File: src/rtl/alu_arb_pkg.sv
// -----------------------------------------------------------------------------
// alu_arb_pkg
// Shared definitions for the two-requester ALU arbiter:
//   - ALU function codes (ADD/SUB/AND/XOR)
//   - arbiter FSM state encoding
//   - bit positions of the {ZF,SF,OF} condition-code vector
// -----------------------------------------------------------------------------
package alu_arb_pkg;

    localparam int WIDTH_DEF = 64;
    localparam int FN_W_DEF  = 2;
    localparam int CC_W      = 3;

    localparam logic [1:0] ALU_ADD = 2'b00;
    localparam logic [1:0] ALU_SUB = 2'b01;
    localparam logic [1:0] ALU_AND = 2'b10;
    localparam logic [1:0] ALU_XOR = 2'b11;

    // Condition-code vector layout: {ZF,SF,OF}
    localparam int CC_ZF = 2;
    localparam int CC_SF = 1;
    localparam int CC_OF = 0;

    typedef enum logic [1:0] {
        IDLE = 2'b00,
        EXEC = 2'b01,
        RESP = 2'b10
    } state_t;

endpackage : alu_arb_pkg

File: src/rtl/alu64_core.sv
// -----------------------------------------------------------------------------
// alu64_core
// Purely combinational ALU: ADD / SUB / AND / XOR on two's-complement operands,
// result wraps mod 2^WIDTH. Also produces Y86-style flags.
// Ports:
//   i_a, i_b  in  WIDTH  operands
//   i_fn      in  FN_W   function code (see alu_arb_pkg)
//   o_out     out WIDTH  result
//   o_zf      out 1      result == 0
//   o_sf      out 1      result sign bit
//   o_of      out 1      signed overflow (ADD/SUB only, 0 for logic ops)
// -----------------------------------------------------------------------------
module alu64_core
    import alu_arb_pkg::*;
#(
    parameter int WIDTH = WIDTH_DEF,
    parameter int FN_W  = FN_W_DEF
) (
    input  logic [WIDTH-1:0] i_a,
    input  logic [WIDTH-1:0] i_b,
    input  logic [FN_W-1:0]  i_fn,
    output logic [WIDTH-1:0] o_out,
    output logic             o_zf,
    output logic             o_sf,
    output logic             o_of
);

    logic w_sa;
    logic w_sb;
    logic w_so;

    always_comb begin
        o_out = '0;
        case (i_fn)
            ALU_ADD: o_out = i_a + i_b;
            ALU_SUB: o_out = i_a - i_b;
            ALU_AND: o_out = i_a & i_b;
            ALU_XOR: o_out = i_a ^ i_b;
            default: o_out = '0;
        endcase
    end

    assign w_sa = i_a[WIDTH-1];
    assign w_sb = i_b[WIDTH-1];
    assign w_so = o_out[WIDTH-1];

    // Overflow: ADD when both operand signs agree and the result sign differs;
    // SUB when operand signs differ and the result sign differs from a.
    always_comb begin
        o_of = 1'b0;
        case (i_fn)
            ALU_ADD: o_of = (w_sa == w_sb) && (w_so != w_sa);
            ALU_SUB: o_of = (w_sa != w_sb) && (w_so != w_sa);
            default: o_of = 1'b0;
        endcase
    end

    assign o_zf = (o_out == '0);
    assign o_sf = w_so;

endmodule : alu64_core

File: src/rtl/alu_share_arbiter.sv
// -----------------------------------------------------------------------------
// alu_share_arbiter
// Shares one ALU core between two requesters over valid/ready handshakes.
// A grant latches operands/function/owner, one registered execute cycle
// computes the result, and the result is held until the owner takes it.
// Round-robin: after each completed response the other requester has priority.
//
// Optional feature: define ALU_ARB_CC_EN to add the resp_cc port and the
// {ZF,SF,OF} condition-code register.
//
// Ports:
//   clk          in   1      clock, rising edge
//   rst_n        in   1      synchronous reset, active-low
//   req_valid    in   2      bit i: requester i presents an op
//   req_ready    out  2      bit i: requester i's op accepted this cycle
//   req0_a/b     in   WIDTH  requester 0 operands
//   req0_fn      in   FN_W   requester 0 function
//   req1_a/b     in   WIDTH  requester 1 operands
//   req1_fn      in   FN_W   requester 1 function
//   resp_valid   out  2      bit i: result for requester i valid
//   resp_ready   in   2      bit i: requester i takes result
//   resp_result  out  WIDTH  registered result
//   resp_cc      out  3      {ZF,SF,OF} (ALU_ARB_CC_EN only)
//   busy         out  1      FSM not idle
//
// state | meaning
// IDLE  | waiting for a request; grant is combinational on req_ready
// EXEC  | latched op goes through the ALU; result/flags registered
// RESP  | result presented to owner until its resp_ready
// -----------------------------------------------------------------------------
module alu_share_arbiter
    import alu_arb_pkg::*;
#(
    parameter int WIDTH = WIDTH_DEF,
    parameter int FN_W  = FN_W_DEF
) (
    input  logic             clk,
    input  logic             rst_n,
    input  logic [1:0]       req_valid,
    output logic [1:0]       req_ready,
    input  logic [WIDTH-1:0] req0_a,
    input  logic [WIDTH-1:0] req0_b,
    input  logic [FN_W-1:0]  req0_fn,
    input  logic [WIDTH-1:0] req1_a,
    input  logic [WIDTH-1:0] req1_b,
    input  logic [FN_W-1:0]  req1_fn,
    output logic [1:0]       resp_valid,
    input  logic [1:0]       resp_ready,
    output logic [WIDTH-1:0] resp_result,
`ifdef ALU_ARB_CC_EN
    output logic [2:0]       resp_cc,
`endif
    output logic             busy
);

    state_t           r_state;
    logic             r_rr_ptr;
    logic             r_owner;
    logic [WIDTH-1:0] r_a;
    logic [WIDTH-1:0] r_b;
    logic [FN_W-1:0]  r_fn;
    logic [WIDTH-1:0] r_result;
    logic [1:0]       r_resp_valid;

    logic             w_grant_en;
    logic             w_grant_idx;
    logic [WIDTH-1:0] w_sel_a;
    logic [WIDTH-1:0] w_sel_b;
    logic [FN_W-1:0]  w_sel_fn;
    logic             w_resp_fire;
    logic [WIDTH-1:0] w_alu_out;
    logic             w_zf;
    logic             w_sf;
    logic             w_of;

    // Lone requester wins outright; on contention the rr pointer decides.
    always_comb begin
        w_grant_idx = r_rr_ptr;
        case (req_valid)
            2'b01:   w_grant_idx = 1'b0;
            2'b10:   w_grant_idx = 1'b1;
            default: w_grant_idx = r_rr_ptr;
        endcase
    end

    assign w_grant_en = (r_state == IDLE) && (req_valid != 2'b00);

    always_comb begin
        req_ready = 2'b00;
        if (w_grant_en) begin
            req_ready = w_grant_idx ? 2'b10 : 2'b01;
        end
    end

    assign w_sel_a  = w_grant_idx ? req1_a  : req0_a;
    assign w_sel_b  = w_grant_idx ? req1_b  : req0_b;
    assign w_sel_fn = w_grant_idx ? req1_fn : req0_fn;

    // Only the owner's resp_ready completes the response.
    assign w_resp_fire = (r_state == RESP) && resp_ready[r_owner];

    alu64_core #(
        .WIDTH (WIDTH),
        .FN_W  (FN_W)
    ) u_alu (
        .i_a   (r_a),
        .i_b   (r_b),
        .i_fn  (r_fn),
        .o_out (w_alu_out),
        .o_zf  (w_zf),
        .o_sf  (w_sf),
        .o_of  (w_of)
    );

`ifdef ALU_ARB_CC_EN
    logic [2:0] r_cc;
    logic [2:0] w_cc_next;

    always_comb begin
        w_cc_next        = 3'b000;
        w_cc_next[CC_ZF] = w_zf;
        w_cc_next[CC_SF] = w_sf;
        w_cc_next[CC_OF] = w_of;
    end

    always_ff @(posedge clk) begin
        if (!rst_n) begin
            r_cc <= 3'b000;
        end else if (r_state == EXEC) begin
            r_cc <= w_cc_next;
        end
    end

    assign resp_cc = r_cc;
`else
    // Flags are computed by the shared core but have no destination here.
    logic [2:0] w_cc_unused;
    assign w_cc_unused = {w_zf, w_sf, w_of};
`endif

    always_ff @(posedge clk) begin
        if (!rst_n) begin
            r_state      <= IDLE;
            r_rr_ptr     <= 1'b0;
            r_owner      <= 1'b0;
            r_a          <= '0;
            r_b          <= '0;
            r_fn         <= '0;
            r_result     <= '0;
            r_resp_valid <= 2'b00;
        end else begin
            case (r_state)
                IDLE: begin
                    if (w_grant_en) begin
                        r_a     <= w_sel_a;
                        r_b     <= w_sel_b;
                        r_fn    <= w_sel_fn;
                        r_owner <= w_grant_idx;
                        r_state <= EXEC;
                    end
                end
                EXEC: begin
                    r_result     <= w_alu_out;
                    r_resp_valid <= r_owner ? 2'b10 : 2'b01;
                    r_state      <= RESP;
                end
                RESP: begin
                    if (w_resp_fire) begin
                        r_resp_valid <= 2'b00;
                        r_rr_ptr     <= ~r_owner;
                        r_state      <= IDLE;
                    end
                end
                default: begin
                    r_resp_valid <= 2'b00;
                    r_state      <= IDLE;
                end
            endcase
        end
    end

    assign resp_valid  = r_resp_valid;
    assign resp_result = r_result;
    assign busy        = (r_state != IDLE);

endmodule : alu_share_arbiter

File: config.mk
export PLATFORM = sky130hd
export DESIGN_NAME = alu_share_arbiter
export DESIGN_NICKNAME = d
export VERILOG_FILES = /design/src/rtl/alu_arb_pkg.sv /design/src/rtl/alu64_core.sv /design/src/rtl/alu_share_arbiter.sv
export SDC_FILE = /design/constraint.sdc
export NUM_CORES = 1
export LEC_CHECK = 0
export BUFFER_PORTS_ARGS = -buffer_cell sky130_fd_sc_hd__clkbuf_2
export CORE_UTILIZATION = 62
export CTS_BUF_LIST = sky130_fd_sc_hd__clkbuf_4 sky130_fd_sc_hd__clkbuf_8
export CTS_CLUSTER_SIZE = 12
export DETAILED_ROUTE_END_ITERATION = 8
export GPL_TIMING_DRIVEN = 0
export PLACE_DENSITY = 0.89
export REMOVE_ABC_BUFFERS = 1
export SYNTH_ARGS = -nofsm -noshare
export SYNTH_HDL_FRONTEND = slang
export SYNTH_SLANG_ARGS = --single-unit
File: constraint.sdc
create_clock -name clk -period 14.3 [get_ports clk]
set_input_delay 0.715 -clock clk [delete_from_list [all_inputs] [get_ports clk]]
set_output_delay 0.715 -clock clk [all_outputs]
set_load 0.01 [all_outputs]
## Yosys cells after proc, flatten, opt, wreduce, memory -nomap -nowiden

Index checks and enable logic that the tools add are counted.

- Logic and storage cells: 48
- Output and inout port bits: 69
- Register bits: 200

- Add/sub/neg operators: 2
- Equal/unequal tests: 9
- Bitwise gates (word level): 4
- Reductions and logical operators: 10
- Multiplexer cells: 14
- $lt $le $gt $ge: 1

Operators with widths:

| kind | count |
|---|---|
| case mux 64 bit (4 select lines) | 1 |
| 2-to-1 mux 64 bit | 2 |
| adder 64 bit | 1 |
| bitwise AND 64 bit | 1 |
| subtractor 64 bit | 1 |
| bitwise XOR 64 bit | 1 |
| 2-to-1 mux 2 bit | 6 |
| case mux 2 bit (3 select lines) | 2 |
| equality test 2 bit (second input constant) | 4 |
| AND reduction 2 bit | 4 |
| equality test 2 x 1 -> 1 bit (second input constant) | 3 |
| logical NOT 2 bit | 2 |
| != test 2 bit (second input constant) | 2 |
| nonzero test 2 bit | 2 |
| logical AND 1 bit | 2 |
| < comparator 1 x 2 -> 1 bit (second input constant) | 1 |
| 2-to-1 mux 1 bit | 2 |
| inverter 1 bit | 2 |
| case mux 1 bit (2 select lines) | 1 |

## Longest topological paths before layout

Gate-level depths: netlist of run 1.

- Depth after elaboration: 5
- Depth in mapped cells: 21
- Mapped depth without buffers: 20

## Hierarchy

A second synthesis of run 1 with hierarchy kept.

- Cell total of the unflattened synthesis: 2,216
- Area, all modules: 16,027.9 µm²

By module, submodules not included:

| module | seq. area each (µm²) | cells an instance | area each (µm²) | times used |
|---|---|---|---|---|
| alu_share_arbiter | 4,003.8 | 1,040 | 8,129.0 | 1 |
| alu64_core | 0.0 | 1,176 | 7,898.8 | 1 |

## Worst setup path after synthesis of run 1

No wires, ideal clock.

- Path type: register to register
- From: reg r_b[27]
- To: reg r_result[61] (netlist: resp_result[61])
- Required time: 14,178 ps
- Arrival: 5,093 ps
- Clock period less this slack: 5,215 ps
- Cell stages (with the launch flop): 20
- Path slack: 9,085 ps
- Buffers on the path: 1
- Path through: dfxtp_1 or4_4 or4_4 or3_1 or3_4 nor3_4 nand2b_1 nand2b_1 o41ai_1 xor2_1 ha_1 clkbuf_1 nand2_1 or3_1 or4_1 o21ai_0 o21bai_1 o31ai_1 xnor2_1 o21ai_0

- Longest elaborated chain between the ends: 2

Ends and longest elaborated chain:

| element | line | RTL |
|---|---|---|
| start: declaration | alu_share_arbiter.sv:60 | `logic [WIDTH-1:0] r_b;` |
| start signal: assignment | alu_share_arbiter.sv:156 | `r_b <= w_sel_b;` |
| subtractor 64 bit / adder 64 bit (equally long branches) | alu64_core.sv:36, alu64_core.sv:35 |  |
| case mux 64 bit (4 select lines) (*) | alu64_core.sv:34 | `case (i_fn)` |
| end signal: assignment | alu_share_arbiter.sv:163 | `r_result <= w_alu_out;` |
| end: declaration | alu_share_arbiter.sv:62 | `logic [WIDTH-1:0] r_result;` |

Mark *: on every way between the ends. The rest lies on a longest branch, timed or not.
A chain may end at the register's enable or synchronous reset.

## Final worst setup path of run 1

- From: reg r_b[2]
- To: reg r_result[62] (netlist: resp_result[62])

The elaborated chain is that of the path after synthesis.

==> impl_results.md, run 1 <==
* Outcome: complete, no violations
* Largest net degree at the start of global routing at 104
* DR pass1 iterations at 7
* Period utilisation layout at 0.440
* Max-slew violation count at 0
* Clk_lat worst skew at approximately 0.5 ns
* FFs w/ async S/R, synth at 0
* Post-Syn Area at roughly 15000 µm²
* Max Cap Viol at 0
* Fin. Hold Viols at 0
* Vias per std cell at approximately 6.3
* Detailed-route DRC error count at 0
* Critical path peak fanout at 9
* Vias at ~15000
* EDFF count, synth at 0
* Overall Global Routing Usage at 0.330
* Nets at approximately 2500
* CTS tree: yes
* GP Congestion at around 0.91
* RSZ-0062 raised after global routing: false
* PnR worst setup slack at roughly 8 ns
* Cell taking the most area after synthesis: dfxtp_1
* Synth area leaders: dfxtp_1 (26%), ha_1 (11%), mux2i_1 (10%)
* Syn avg cell area at 8.48 µm²
* Pre-CTS setup slack at around 8 ns
* Leakage power at around 10 nW
* Predominant post-synthesis flop cell: dfxtp_1
* Adder-cell area share of the yosys netlist at 0.107
* Placed Cells at 2358
* Largest family of logic cells by synthesized area: compound AO/OA/AOI/OAI gates
* Core area at approximately 24000 µm²
* Half-perimeter wire length after placement at roughly 33000 µm
* Post-CTS Setup Bufs at 0
* Post-synth top cells: nand2_1 (234), dfxtp_1 (200), mux2i_1 (154)
* Die Y at ~160 µm
* P&R area growth vs syn at 15.5%
* CP Class: reg -> reg
* Critical path startpoint: r_b[2]$_SDFFE_PN0P_
* Worst hold stages at 2
* Filler Cell Count at around 1900
* Worst r2r dst: resp_result[62]$_SDFFE_PN0N_
* Startpoint types: flop
* Number of global-route vias before repair at roughly 15000
* Die Wd at about 160 µm
* Top cell type's share of synthesized area at 0.260
* Max VDD drop at 0.0000816 V
* Most frequent cell after synthesis: nand2_1
* Final WL at 43100 µm
* Yosys reg bits at 200
* Final ANT Viol Nets at 0
* Hold Path Origin: resp_result[23]$_SDFFE_PN0N_
* Clk slew on worst S/H paths at around 0.12 ns
* Critical Path RT at 14.63 ns
* Final hold slack at approximately 0.47 ns
* Worst R2R Path Depth at 17
* Slew HR at 0.278
* Hold EP: resp_result[23]$_SDFFE_PN0N_
* Simple-gate share of the synthesized area at 0.143
* Synth Area in XOR/XNOR at 0.0698
* Synth warn at 0
* CTS Buf Count at 17
* Mux share of post-synthesis cell area at 0.117
* Endpoints failing setup at 0
* ANT cells at 0
* CTS Hold Buffers Added at 0
* Max clock buf depth at 2
* Row cnt at 57
* Wire length per cell at between 15 and 20 µm
* Crit path DAT at between 6 and 7 ns
* FF-to-FF Start: r_b[2]$_SDFFE_PN0P_
* Compound-gate portion of the synthesized area at 0.266
* Slew @ Worst Pin at 1.08 ns
* Final Util at 0.730
* Clock Skew at between 0.02 and 0.03 ns
* Power per Cell Area at 118 nW/µm²
* Clock Sinks at 200
* IO Pins at 335
* Htree depth at 4
* CTS Root Cell: clkbuf_8
* DIE AREA at ~26000 µm²
* Fin cells at 2390
* Initial detailed-routing violation count at 986
* Minimum clock period at 6.29 ns
* Yosys cell types at 56
* Hold Path Class: reg -> reg
* Seq/Total Area, Yosys at 0.260
* Starting density of the core at 0.632
* Nature of the critical path endpoint: flop
* Global-route wire length before repair at slightly below 70000 µm
* Syn Inst Count at roughly 1800
* Initial antenna violation count at 0
* Post_cts resized at 0
* Reg-to-reg slack, setup at about 8.0 ns
* Fmax at between 150 and 200 MHz
* Layout cells sized above 1 at 0.209
* Congestion Overflow GR at 0
* Number of port buffers at 334
==> where the power goes <==
| part | leakage (nW) | internal, mW | switching (mW) |
|---|---|---|---|
| logic | 8.15 | 0.430 | 0.564 |
| registers | 1.66 | 0.630 | 0.0932 |
| clock network | 0.207 | 0.149 | 0.235 |
==> worst max-delay path by stage <==
stage | cells past startpoint | end | slack (ns)
after floorplan | 4 | req_ready[0] | 2.42
after global placement | 7 | r_a[26]$_SDFFE_PN0P_ | -0.10
after detailed placement | 17 | resp_result[62]$_SDFFE_PN0N_ | 8.23
after CTS | 17 | resp_result[62]$_SDFFE_PN0N_ | 8.17
after global routing | 17 | resp_result[62]$_SDFFE_PN0N_ | 7.66
final | 17 | resp_result[62]$_SDFFE_PN0N_ | 8.01
==> cell usage in the layout, fill, tap and decap left out, types with 24 or more instances in the layout <==
cell | Yosys | layout
clkbuf_2 | 0 | 333
nand2_1 | 234 | 234
dfxtp_1 | 200 | 198
mux2i_1 | 154 | 153
o211a_1 | 151 | 151
ha_1 | 130 | 130
a21oi_1 | 119 | 119
o21ai_0 | 84 | 84
xnor2_1 | 71 | 71
nor2_1 | 71 | 69
xor2_1 | 52 | 52
o211ai_1 | 50 | 50
a21o_1 | 35 | 35
nand2b_1 | 30 | 29
inv_1 | 24 | 24
==> cell type report <==
class	count	area, µm²	area share
clock inverters	14	161	0.00906
multi-input cells	1459	10900	0.609
clock buffers	18	241	0.0136
well taps	324	405	0.0228
inverters	24	90.1	0.00506
flip-flops and latches	200	4010	0.225
repair buffers	351	2050	0.115
==> routing by layer <==
| metal | routed length [µm] | vias to the layer above | global-route usage |
|---|---|---|---|
| met5 | 0 | - | 0 |
| met2 | 21400 | 564 | 0.596 |
| met3 | 2380 | 123 | 0.0496 |
| met1 | 17700 | 7083 | 0.386 |
| met4 | 1630 | 0 | 0.142 |
| li1 | - | 7170 | - |
==> kinds of logic (layout without fill, tap and decap cells) <==
| kind of cell | after synthesis | after routing |
|---|---|---|
| AO/OA/AOI/OAI | 558 | 558 |
| AND/OR/NAND/NOR | 470 | 470 |
| flip-flops | 200 | 200 |
| multiplexers | 177 | 177 |
| buffers and inverters | 160 | 407 |
| adder cells (fa/ha/maj) | 131 | 131 |
| XOR/XNOR | 123 | 123 |
==> critical path: stages (launching register included) <==
cell and delay (ns):
dfxtp_1 0.41, nor4_1 0.42, and2_1 0.34, nand2_1 0.11, nor3_1 0.53, nand2_1 0.50, o31ai_1 0.41, xor2_1 0.12
ha_1 0.41, nand2_1 0.14, nor2_1 0.28, o211ai_1 0.14, o31ai_1 0.76, a31oi_1 0.33, o31a_1 0.44, o41ai_1 0.49
xnor2_1 0.19, a21oi_1 0.09
==> stage by stage <==
stage                     power (mW)  instance area, µm²  setup TNS, ns
after floorplan                 1.46               14900              0
after global placement          1.72               17000         -0.229
after detailed placement        1.71               17400              0
after CTS                       2.09               17800              0
after global routing            2.23               17800              0
final                           2.10               17800              0
==> flip-flops by register name (all words and copies together) (netlist names) <==
register	count
r_state	2
r_rr_ptr	1
resp_result	64
r_fn	2
resp_valid	2
r_a	64
r_owner	1
r_b	64
(Power assumes the default switching activity.)
==> run 2, diff against run 1 <==
--- a/config.mk
+++ b/config.mk
@@ -6,12 +6,12 @@
 export NUM_CORES = 1
 export LEC_CHECK = 0
 export BUFFER_PORTS_ARGS = -buffer_cell sky130_fd_sc_hd__clkbuf_2
-export CORE_UTILIZATION = 62
+export CORE_UTILIZATION = 57
 export CTS_BUF_LIST = sky130_fd_sc_hd__clkbuf_4 sky130_fd_sc_hd__clkbuf_8
 export CTS_CLUSTER_SIZE = 12
 export DETAILED_ROUTE_END_ITERATION = 8
 export GPL_TIMING_DRIVEN = 0
-export PLACE_DENSITY = 0.89
+export PLACE_DENSITY = 0.83
 export REMOVE_ABC_BUFFERS = 1
 export SYNTH_ARGS = -nofsm -noshare
 export SYNTH_HDL_FRONTEND = slang
==> constraint.sdc (replaced) <==
create_clock -name clk -period 5.9 [get_ports clk]
set_input_delay 0.295 -clock clk [delete_from_list [all_inputs] [get_ports clk]]
set_output_delay 0.295 -clock clk [all_outputs]
set_load 0.01 [all_outputs]
==> run 2 against run 1 <==
  * The run now ends with DRC left
  * Die area up 8.7%
  * First-iteration DRC count down 14%
  * Register-to-register slack got worse by 7.7 ns
  * Critical endpoint is now resp_result[61]$_SDFFE_PN0N_
  * Via count shrank 2.1%
  * Cell count increased by 0.50%
  * Combinational power rose by 140%
  * Critical path type unchanged
==> impl_results.md, run 2 (synthesis results as in run 1) <==
* Outcome: complete, but fails checks
* Violated checks: DRC
* Fin. Hold Viols at 0
* Sequential Area at between 4000 and 5000 µm²
* Max Cap Viol at 0
* Hold EP: r_b[54]$_SDFFE_PN0P_
* Wire length per cell at between 15 and 20 µm
* Overall Global Routing Usage at 0.301
* Fmax at 177 MHz
* Startpoint types: flop
* Layout cells sized above 1 at 0.216
* Vias at 14600
* Leakage power at about 10 nW
* Number of port buffers at roughly 330
* DR pass1 iterations at 9
* DIE AREA at roughly 28000 µm²
* RSZ-0062 raised after global routing: true
* Slew HR at 0.222
* Htree depth at 4
* Nets at ~2500
* Congestion Overflow GR at 0
* Final ANT Viol Nets at 0
* Endpoints failing setup at 0
* GP Congestion at just under 0.9
* PnR worst setup slack at 0.261 ns
* Die Y at between 150 and 200 µm
* P&R area growth vs syn at 15.9%
* Pre-CTS setup slack at -0.213 ns
* Clk_lat worst skew at around 0.48 ns
* Delay-heaviest family, CP: simple AND/OR/NAND/NOR gates
* Crit path DAT at 6.00 ns
* Critical path peak fanout at 7
* Starting density of the core at 0.587
* CTS Buf Count at 17
* Final WL at around 43000 µm
* Worst R2R Path Depth at 18
* Clk slew on worst S/H paths at 0.12 ns
* Minimum clock period at between 5 and 6 ns
* Row cnt at between 50 and 60
* Multi-input gate area at around 11000 µm²
* Clock Sinks at 200
* Hold Path Origin: req1_b[54]
* CP Class: reg -> reg
* Hold Path Class: in -> reg
* CTS Hold Buffers Added at 0
* CP Buf/Inv Count at 0
* Largest net degree at the start of global routing at around 120
* Filler Cell Count at about 2200
* Max VDD drop at roughly 0.00018 V
* Worst r2r dst: resp_result[61]$_SDFFE_PN0N_
* ANT cells at 0
* Reg-to-reg slack, setup at between 0.2 and 0.3 ns
* Max clock buf depth at 2
* CTS tree: yes
* Most common cell after layout, fill and taps aside: clkbuf_2
* CP peak stage delay at around 0.58 ns
* Max-slew violation count at 0
* Slowest cell on crit path: or4_4
* Clock Skew at 0.0202 ns
* CTS Root Cell: clkbuf_8
* Initial detailed-routing violation count at 850
* Global-route wire length before repair at between 60000 and 70000 µm
* Final hold slack at 0.147 ns
* IO Pins at between 300 and 400
* Critical Path RT at about 6.3 ns
* Half-perimeter wire length after placement at approximately 32000 µm
* FF-to-FF Start: r_b[26]$_SDFFE_PN0P_
* Slew @ Worst Pin at 1.16 ns
* Most frequent cells in the layout: clkbuf_2 (333), nand2_1 (233), dfxtp_1 (198)
* Power per Cell Area at 283 nW/µm²
* Worst-path cell chain: or4_4 -> or4_4 -> or3_1 -> or3_4 -> nor3_4 -> nand2b_1 -> nand2b_2 -> o41ai_2 -> xor2_1 -> ha_2 -> nand2_1 -> or3_1 -> or4_1 -> o21ai_1 -> o21bai_2 -> o31ai_2 -> xnor2_1 -> o21ai_0
* Worst hold stages at 4
* Number of global-route vias before repair at 14200
* Vias per std cell at 6.09
* Die Wd at about 170 µm
* Detailed-route DRC error count at 22
* Period utilisation layout at 0.956
* Initial antenna violation count at 0
* Core area at ~26000 µm²
* Nature of the critical path endpoint: flop
==> run 2: cell count changes in the layout (fill, tap and decap cells not counted), moves of 2 or more <==
cell / change
clkinv_4: +3
inv_6: -3
o31ai_1: -3
a21oi_1: -2
a21oi_2: +2
buf_4: +2
clkinv_2: -2
inv_8: +2
nand2b_1: -2
o31ai_2: +2
==> run 2: worst max-delay path by stage <==
stage	startpoint	endpoint	slack, ns	cells after the start
6_report	r_b[26]$_SDFFE_PN0P_	resp_result[61]$_SDFFE_PN0N_	0.26	18
3_5_place_dp	r_b[11]$_SDFFE_PN0P_	resp_result[62]$_SDFFE_PN0N_	-0.21	16
5_1_grt	r_b[26]$_SDFFE_PN0P_	resp_result[61]$_SDFFE_PN0N_	-0.02	18
3_3_place_gp	req_valid[0]	r_a[26]$_SDFFE_PN0P_	-8.65	7
2_1_floorplan	req_valid[0]	r_a[0]$_SDFFE_PN0P_	-5.54	6
4_1_cts	r_b[26]$_SDFFE_PN0P_	resp_result[61]$_SDFFE_PN0N_	0.01	18
==> run 2: metrics by stage <==
stage,TNS (ns),util,power (mW),instances,cell area (µm²)
after floorplan,-731.99,-,3.53,1683,14900
after global placement,-1149.83,0.647,4.19,2352,17000
after detailed placement,-0.859,0.662,4.13,2368,17400
after CTS,0,0.678,5.03,2402,17800
after global routing,-0.0154,0.680,5.39,2402,17900
final,0,0.680,5.06,2402,17900
==> run 2: area by class of cell <==
type / instances / area share
Clock buffer: 19 / 0.0143
Timing Repair Buffer: 352 / 0.114
Multi-Input combinational cell: 1459 / 0.611
Tap cell: 335 / 0.0234
Sequential cell: 200 / 0.224
Inverter: 24 / 0.00504
Clock inverter: 13 / 0.00749
==> run 2: power breakdown <==
group	total (mW)	internal (mW)	switching, mW
clock network	0.895	0.331	0.565
registers	1.75	1.53	0.219
logic	2.41	1.04	1.37
==> run 2: metal layers <==
layer | vias to the layer above | wire length (µm) | track usage | share of wire
met5 | - | 0 | 0 | 0
met4 | 0 | 1250 | 0.118 | 0.029
met3 | 91 | 2210 | 0.0361 | 0.052
met2 | 496 | 21000 | 0.539 | 0.49
met1 | 6855 | 18100 | 0.367 | 0.43
li1 | 7179 | - | - | -
==> run 2: worst min-delay path, cell delays in order <==
cell and delay (ns):
clkbuf_2 0.07, mux2i_1 0.05, nand2_1 0.06, o211a_1 0.13
==> run 2: timing repair <==
| action | 4_1_cts | 5_1_grt |
|---|---|---|
| pin swaps | 1 | 0 |
| endpoints found under the hold margin | 0 | 0 |
| setup endpoints to repair | 8 | 11 |
| buffers inserted | 2 | 0 |
| gates resized for setup | 3 | 12 |
